File: config.mk
export PLATFORM = sky130hd
export DESIGN_NAME = wb_stage_burst
export DESIGN_NICKNAME = d
export VERILOG_FILES = /design/src/rtl/wb_pkg.sv /design/src/rtl/wb_stage_burst_beat_sequencer.sv /design/src/rtl/wb_stage_burst.sv
export SDC_FILE = /design/constraint.sdc
export NUM_CORES = 1
export LEC_CHECK = 0
export CAP_MARGIN = 15
export CELL_PAD_IN_SITES_DETAIL_PLACEMENT = 2
export CELL_PAD_IN_SITES_GLOBAL_PLACEMENT = 2
export CORE_AREA = 2 2 260 262
export CTS_CLUSTER_SIZE = 20
export DETAILED_ROUTE_END_ITERATION = 12
export DIE_AREA = 0 0 262 264
export PLACE_DENSITY = 0.86
export SYNTH_ARGS = -nofsm -noshare
export SYNTH_HDL_FRONTEND = slang
export SYNTH_HIERARCHICAL = 1
export SYNTH_SLANG_ARGS = --single-unit
File: constraint.sdc
create_clock -name clk -period 7.7 [get_ports clk]
set_input_delay 1.54 -clock clk [delete_from_list [all_inputs] [get_ports clk]]
set_output_delay 1.54 -clock clk [all_outputs]
set_load 0.02 [all_outputs]
File: src/rtl/wb_pkg.sv
// Shared types and helpers for the burst write-back stage.
// Optional beat skipping: WB_SKIP_EMPTY_BEATS_EN.
package wb_pkg;

    typedef enum logic {
        IDLE  = 1'b0,
        BURST = 1'b1
    } state_t;

    localparam int MAX_BEATS = 64;

    function automatic int beat_w(input int beats);
        if (beats > 1) return $clog2(beats);
        return 1;
    endfunction

    // First beat index >= from with a non-empty mask slice;
    // 8'hFF when no such beat exists.
    function automatic logic [7:0] next_nz(
        input logic [MAX_BEATS-1:0] nz,
        input logic [7:0]           from
    );
        logic [7:0] r;
        r = 8'hFF;
        for (int i = MAX_BEATS - 1; i >= 0; i--) begin
            if (8'(i) >= from && nz[i]) r = 8'(i);
        end
        return r;
    endfunction

endpackage

File: src/rtl/wb_stage_burst_beat_sequencer.sv
// Beat counter, last-beat detect and empty-slice skipping.
// Skipping is enabled by WB_SKIP_EMPTY_BEATS_EN.
module wb_beat_sequencer
    import wb_pkg::*;
#(
    parameter int VL     = 16,
    parameter int LANES  = 4,
    parameter int BEATS  = VL / LANES,
    parameter int BEAT_W = beat_w(BEATS)
) (
    input  logic              clk,
    input  logic              rst_n,
    input  logic              load,
    input  logic              step,
    input  logic [VL-1:0]     in_mask,
    input  logic [VL-1:0]     buf_mask,
    output logic [BEAT_W-1:0] first_beat,
    output logic              has_beats,
    output logic [BEAT_W-1:0] next_beat,
    output logic              last
);

    logic [BEAT_W-1:0] cnt;

`ifdef WB_SKIP_EMPTY_BEATS_EN
    logic [MAX_BEATS-1:0] in_nz;
    logic [MAX_BEATS-1:0] buf_nz;
    logic [7:0]           f8;
    logic [7:0]           n8;

    // Find the first and following non-empty slices.
    always_comb begin
        in_nz  = '0;
        buf_nz = '0;
        for (int b = 0; b < BEATS; b++) begin
            in_nz[b]  = |in_mask[b*LANES +: LANES];
            buf_nz[b] = |buf_mask[b*LANES +: LANES];
        end
        f8         = next_nz(in_nz, 8'd0);
        n8         = next_nz(buf_nz, 8'(cnt) + 8'd1);
        first_beat = f8[BEAT_W-1:0];
        has_beats  = (f8 != 8'hFF);
        next_beat  = n8[BEAT_W-1:0];
        last       = (n8 == 8'hFF);
    end
`else
    wire unused_masks = ^{in_mask, buf_mask};

    assign first_beat = '0;
    assign has_beats  = 1'b1;
    assign next_beat  = cnt + BEAT_W'(1);
    assign last       = (cnt == BEAT_W'(BEATS - 1));
`endif

    // Track the beat currently on the output registers.
    always_ff @(posedge clk or negedge rst_n) begin
        if (!rst_n) begin
            cnt <= '0;
        end else if (load) begin
            cnt <= first_beat;
        end else if (step) begin
            cnt <= next_beat;
        end
    end

endmodule

File: src/rtl/wb_stage_burst.sv
// Registered write-back stage: scalar writes and vector bursts.
// Optional empty-beat skipping: WB_SKIP_EMPTY_BEATS_EN.
module wb_stage_burst
    import wb_pkg::*;
#(
    parameter int WIDTH          = 16,
    parameter int VECTOR_LENGTH  = 16,
    parameter int LANES_PER_BEAT = 4,
    parameter int REG_ADDR_W     = 4,
    localparam int BEATS  = VECTOR_LENGTH / LANES_PER_BEAT,
    localparam int BEAT_W = beat_w(BEATS),
    localparam int VW     = WIDTH * VECTOR_LENGTH,
    localparam int BW     = WIDTH * LANES_PER_BEAT
) (
    input  logic                      clk,
    input  logic                      rst_n,
    input  logic                      in_valid,
    output logic                      in_ready,
    input  logic                      flush,
    input  logic                      vecop,
    input  logic                      aluop,
    input  logic [REG_ADDR_W-1:0]     register_Write,
    input  logic [VECTOR_LENGTH-1:0]  lane_mask,
    input  logic [WIDTH-1:0]          mem_out_scalar,
    input  logic [WIDTH-1:0]          alu_out_scalar,
    input  logic [VW-1:0]             mem_out_vector,
    input  logic [VW-1:0]             alu_out_vector,
    output logic                      sc_we,
    output logic [REG_ADDR_W-1:0]     sc_addr,
    output logic [WIDTH-1:0]          sc_data,
    output logic                      vec_we,
    output logic [REG_ADDR_W-1:0]     vec_addr,
    output logic [BEAT_W-1:0]         vec_beat,
    output logic [BW-1:0]             vec_data,
    output logic [LANES_PER_BEAT-1:0] vec_lane_we,
    output logic                      busy
);

    if (VECTOR_LENGTH % LANES_PER_BEAT != 0) begin : g_bad_lanes
        $error("VECTOR_LENGTH must be a multiple of LANES_PER_BEAT");
    end
    if (BEATS > MAX_BEATS) begin : g_bad_beats
        $error("too many beats per vector");
    end

    state_t state_q;
    state_t state_d;

    logic                      accept;
    logic                      ld_sc;
    logic                      ld_vec;
    logic                      step;
    logic [BEAT_W-1:0]         first_beat;
    logic                      has_beats;
    logic [BEAT_W-1:0]         next_beat;
    logic                      last;
    logic [WIDTH-1:0]          sel_sc;
    logic [VW-1:0]             sel_vec;
    logic [VW-1:0]             buf_vec;
    logic [VECTOR_LENGTH-1:0]  buf_mask;
    logic [BW-1:0]             new_data;
    logic [LANES_PER_BEAT-1:0] new_lanes;
    logic [BW-1:0]             buf_data;
    logic [LANES_PER_BEAT-1:0] buf_lanes;

    assign busy     = (state_q == BURST);
    assign in_ready = (state_q == IDLE) || last;
    assign accept   = in_valid & in_ready & ~flush;
    assign sel_sc   = aluop ? alu_out_scalar : mem_out_scalar;
    assign sel_vec  = aluop ? alu_out_vector : mem_out_vector;

    wb_beat_sequencer #(
        .VL     (VECTOR_LENGTH),
        .LANES  (LANES_PER_BEAT),
        .BEATS  (BEATS),
        .BEAT_W (BEAT_W)
    ) u_seq (
        .clk        (clk),
        .rst_n      (rst_n),
        .load       (ld_vec),
        .step       (step),
        .in_mask    (lane_mask),
        .buf_mask   (buf_mask),
        .first_beat (first_beat),
        .has_beats  (has_beats),
        .next_beat  (next_beat),
        .last       (last)
    );

    // Slice the incoming vector and the captured one for the next beat.
    always_comb begin
        new_data  = sel_vec[int'(first_beat)*BW +: BW];
        new_lanes = lane_mask[int'(first_beat)*LANES_PER_BEAT +: LANES_PER_BEAT];
        buf_data  = buf_vec[int'(next_beat)*BW +: BW];
        buf_lanes = buf_mask[int'(next_beat)*LANES_PER_BEAT +: LANES_PER_BEAT];
    end

    // Next state and load decisions; flush beats everything.
    always_comb begin
        state_d = state_q;
        ld_sc   = 1'b0;
        ld_vec  = 1'b0;
        step    = 1'b0;
        if (flush) begin
            state_d = IDLE;
        end else if (busy && !last) begin
            step = 1'b1;
        end else if (accept) begin
            if (vecop) begin
                ld_vec  = has_beats;
                state_d = has_beats ? BURST : IDLE;
            end else begin
                ld_sc   = 1'b1;
                state_d = IDLE;
            end
        end else begin
            state_d = IDLE;
        end
    end

    // State register.
    always_ff @(posedge clk or negedge rst_n) begin
        if (!rst_n) state_q <= IDLE;
        else        state_q <= state_d;
    end

    // Capture buffer holds the vector for the rest of the burst.
    always_ff @(posedge clk) begin
        if (ld_vec) begin
            buf_vec  <= sel_vec;
            buf_mask <= lane_mask;
        end
    end

    // Register-file write port registers.
    always_ff @(posedge clk or negedge rst_n) begin
        if (!rst_n) begin
            sc_we       <= 1'b0;
            sc_addr     <= '0;
            sc_data     <= '0;
            vec_we      <= 1'b0;
            vec_addr    <= '0;
            vec_beat    <= '0;
            vec_data    <= '0;
            vec_lane_we <= '0;
        end else begin
            sc_we  <= ld_sc;
            vec_we <= ld_vec | step;
            if (ld_sc) begin
                sc_addr <= register_Write;
                sc_data <= sel_sc;
            end
            if (ld_vec) begin
                vec_addr    <= register_Write;
                vec_beat    <= first_beat;
                vec_data    <= new_data;
                vec_lane_we <= new_lanes;
            end else if (step) begin
                vec_beat    <= next_beat;
                vec_data    <= buf_data;
                vec_lane_we <= buf_lanes;
            end
        end
    end

endmodule

==> run metrics <==
CTS tree=done; Yosys cell types=34; Final Cell Area=approximately 28,000 um^2; fin crit period=3.735 ns; routed via count=about 14,000; relative slew slack=-201.9%; die area=69,170 um^2; # setup viols final=0; Psw=approximately 0.0022 W; flops & latches, synth=around 370; crit path kind=input pin to register; yosys warns=6; WP data required=just over 8 ns; PwrDens=250.4 nW/um^2; Mean Syn Cell Area=approximately 16 um^2; Layout area overhead=43.24%; final layout net count=approximately 2,400; Synth async-reset ratio=26.68%; vias in the first global route=between 15,000 and 20,000; crit start category=input pin; Worst R2R Start=u_seq/cnt[0]; flop2flop setup slack=4.67 ns; arrival time worst endpoint=4.15 ns; failing checks=max-slew violations; Critical Path Sink Type=register; Post-CTS Resized=0; H-tree depth=2; area post-placement=~27,000 um^2; cts hold-fix bufs=0; most frequent cells in the layout=clkdlybuf4s50_1 (665), edfxtp_1 (272), mux2_2 (264), mux4_2 (136), dfrtp_1 (99); register area=around 11,000 um^2; sequential fraction of design power=35.8%; Main synth FF type=edfxtp_1; Clock Sinks=~370; Via density=a little over 5; GPL Wtd Cong=between 0.8 and 0.9; crit-path max FO=34; endpoints failing hold=0; total leakage power=approximately 10 nW; Die H=264 um; sequential cell area fraction in the yosys report=between 50% and 60%; DRC violations left=0; cts bufs inserted=44; multi-input logic area=between 8000 and 9000 um^2; largest net degree at the start of global routing=180; antenna viol nets, final=0; Clock Skew=about 0.012 ns; initial antenna violation count=17; Worst-Skew Late Latency=roughly 0.56 ns; First-pass DRT Iterations=4; Slew Limit Fails=between 60 and 70; layout cells sized above 1=25.79%; gr usage total=a little over a fifth; post-DR wirelength/cell=roughly 27 um; number of flops mapped to enable cells by yosys=~270; I/O pins=approximately 670; register clock-pin slew on the reported worst setup and hold paths=0.06 ns; floorplan row count=95; Max VDD drop=between 0.0001 and 0.00015 V; initial core utilization=29.79%; I/O Buffers=around 670; Hold Path Class=register to register; Clk pwr share=around 29%; commonest non-fill, non-tap cell in the layout=clkdlybuf4s50_1; grt ovf=0; RSZ-0062 raised after global routing=false; core area=66,560 um^2; worst-case clock buffer depth=3; Synth Instances=around 1,200; Power Internal=around 0.005 W; Sw Share=around 31%; hold path endpoint=vec_lane_we[1]; worst slew pin tran=between 4 and 5 ns; fin crit share=between 40% and 50%; post-detail-place hpwl=between 50 and 60 mm; status=finished with violations; Mapped Area=a little under 20,000 um^2; first-pass GRT wire length=108.7 mm; Die X-Extent=262 um; max-cap viol count=0; total wire length=approximately 74 mm; Hold Crit Depth=2; CTS Root Cell=clkbuf_16; Initial DRC Count=780; final total negative setup slack=0 ns; Fill cells=roughly 6,500; maximum clock frequency=approximately 270 MHz; setup bufs post-CTS=0; Worst R2R Path Depth=5; reg2reg end=vec_data[45]; combinational share of power=a little over a third; critical hold path startpoint=vec_lane_we[1]
## worst max-delay path, cell delays in order
cell,delay [ns]
clkdlybuf4s50_1,0.53
nand3_1,0.11
a21o_4,0.28
clkinv_2,0.54
buf_4,0.55
o22ai_1,0.16
a311oi_1,0.42
## cell families after synthesis
logic type | count (synthesis) | share of synthesized area (%)
compound gates | 150 | 5.528
xor+xnor | 1 | 0.04418
fa+ha+maj | 1 | 0.06309
buf+inv | 119 | 4.051
flops | 371 | 53.69
mux | 481 | 34.53
other cells | 2 | 0.03788
simple gates | 101 | 2.057
## routing by layer
layer  part of all wire [%]  global-route usage, %  routed length, um  vias to the layer above
met2                     54                  38.86              40010                      531
met5                  0.071                      0                 53                        -
li1                       -                      -                  -                     6257
met1                     36                  23.10              26630                     7305
met3                    7.1                  5.565               5267                      135
met4                    3.3                  7.452               2484                        8
## per-stage QoR
stage               worst slack (ns)  utilization (%)  total power [W]  cells  hold WS (ns)
floorplan                      1.713                -         0.004004   1227        0.4903
global placement               3.657            40.52         0.004991   2665        0.4591
detailed placement             3.365            40.52         0.005109   2665        0.4628
CTS                            3.958            42.62         0.007195   2746        0.4754
global route                   3.887            42.67         0.007434   2758        0.5092
finish                         3.965            42.67         0.007113   2759        0.4689
## power groups by stage
stage / Combinational [W] / Sequential [W] / Clock, W
finish: 0.00252 / 0.00255 / 0.00204
global route: 0.00268 / 0.00257 / 0.00218
CTS: 0.00254 / 0.00255 / 0.00211
detailed placement: 0.00253 / 0.00258 / 0
global placement: 0.00243 / 0.00256 / 0
floorplan: 0.00121 / 0.00279 / 0
## flip-flops by register name, indices dropped and copies added, names as in the netlist
signal       count
vec_we           1
vec_data        64
sc_we            1
buf_vec        256
busy             1
u_seq/cnt        2
sc_addr          4
buf_mask        16
vec_beat         2
sc_data         16
vec_addr         4
vec_lane_we      4
## synth_stat cells (4+ instances only)
| library cell | n | share of area [%] |
|---|---|---|
| clkbuf_1 | 21 | 0.40 |
| o22ai_1 | 64 | 2.0 |
| buf_12 | 8 | 0.81 |
| a311oi_1 | 64 | 2.8 |
| inv_1 | 5 | 0.095 |
| a22oi_1 | 4 | 0.15 |
| buf_6 | 8 | 0.45 |
| edfxtp_1 | 272 | 41 |
| nand2_1 | 26 | 0.49 |
| dfrtp_1 | 99 | 12 |
| buf_2 | 39 | 0.98 |
| mux4_2 | 136 | 15 |
| buf_4 | 29 | 1.1 |
| mux2_2 | 264 | 15 |
| mux2i_1 | 81 | 4.1 |
| o21ai_0 | 16 | 0.40 |
| buf_1 | 5 | 0.095 |
| nor2_1 | 66 | 1.2 |
## layout make-up
cell class	count	area share, %
flip-flops and latches	371	37.48
multi-input cells	737	29.59
repair buffers	677	23.96
clock buffers	57	4.229
well taps	873	3.846
clock inverters	24	0.6828
diodes	13	0.1145
inverters	7	0.1057
## worst max path at each step
stage                           to  cells past startpoint  startpoint
floorplan           vec_lane_we[0]                      6    in_valid
global placement      vec_data[53]                      7       vecop
detailed placement    vec_data[53]                      7       vecop
CTS                   vec_data[53]                      7       vecop
global route          vec_data[53]                      7       vecop
finish                vec_data[53]                      7       vecop
Power figures use the tool's default switching activity.
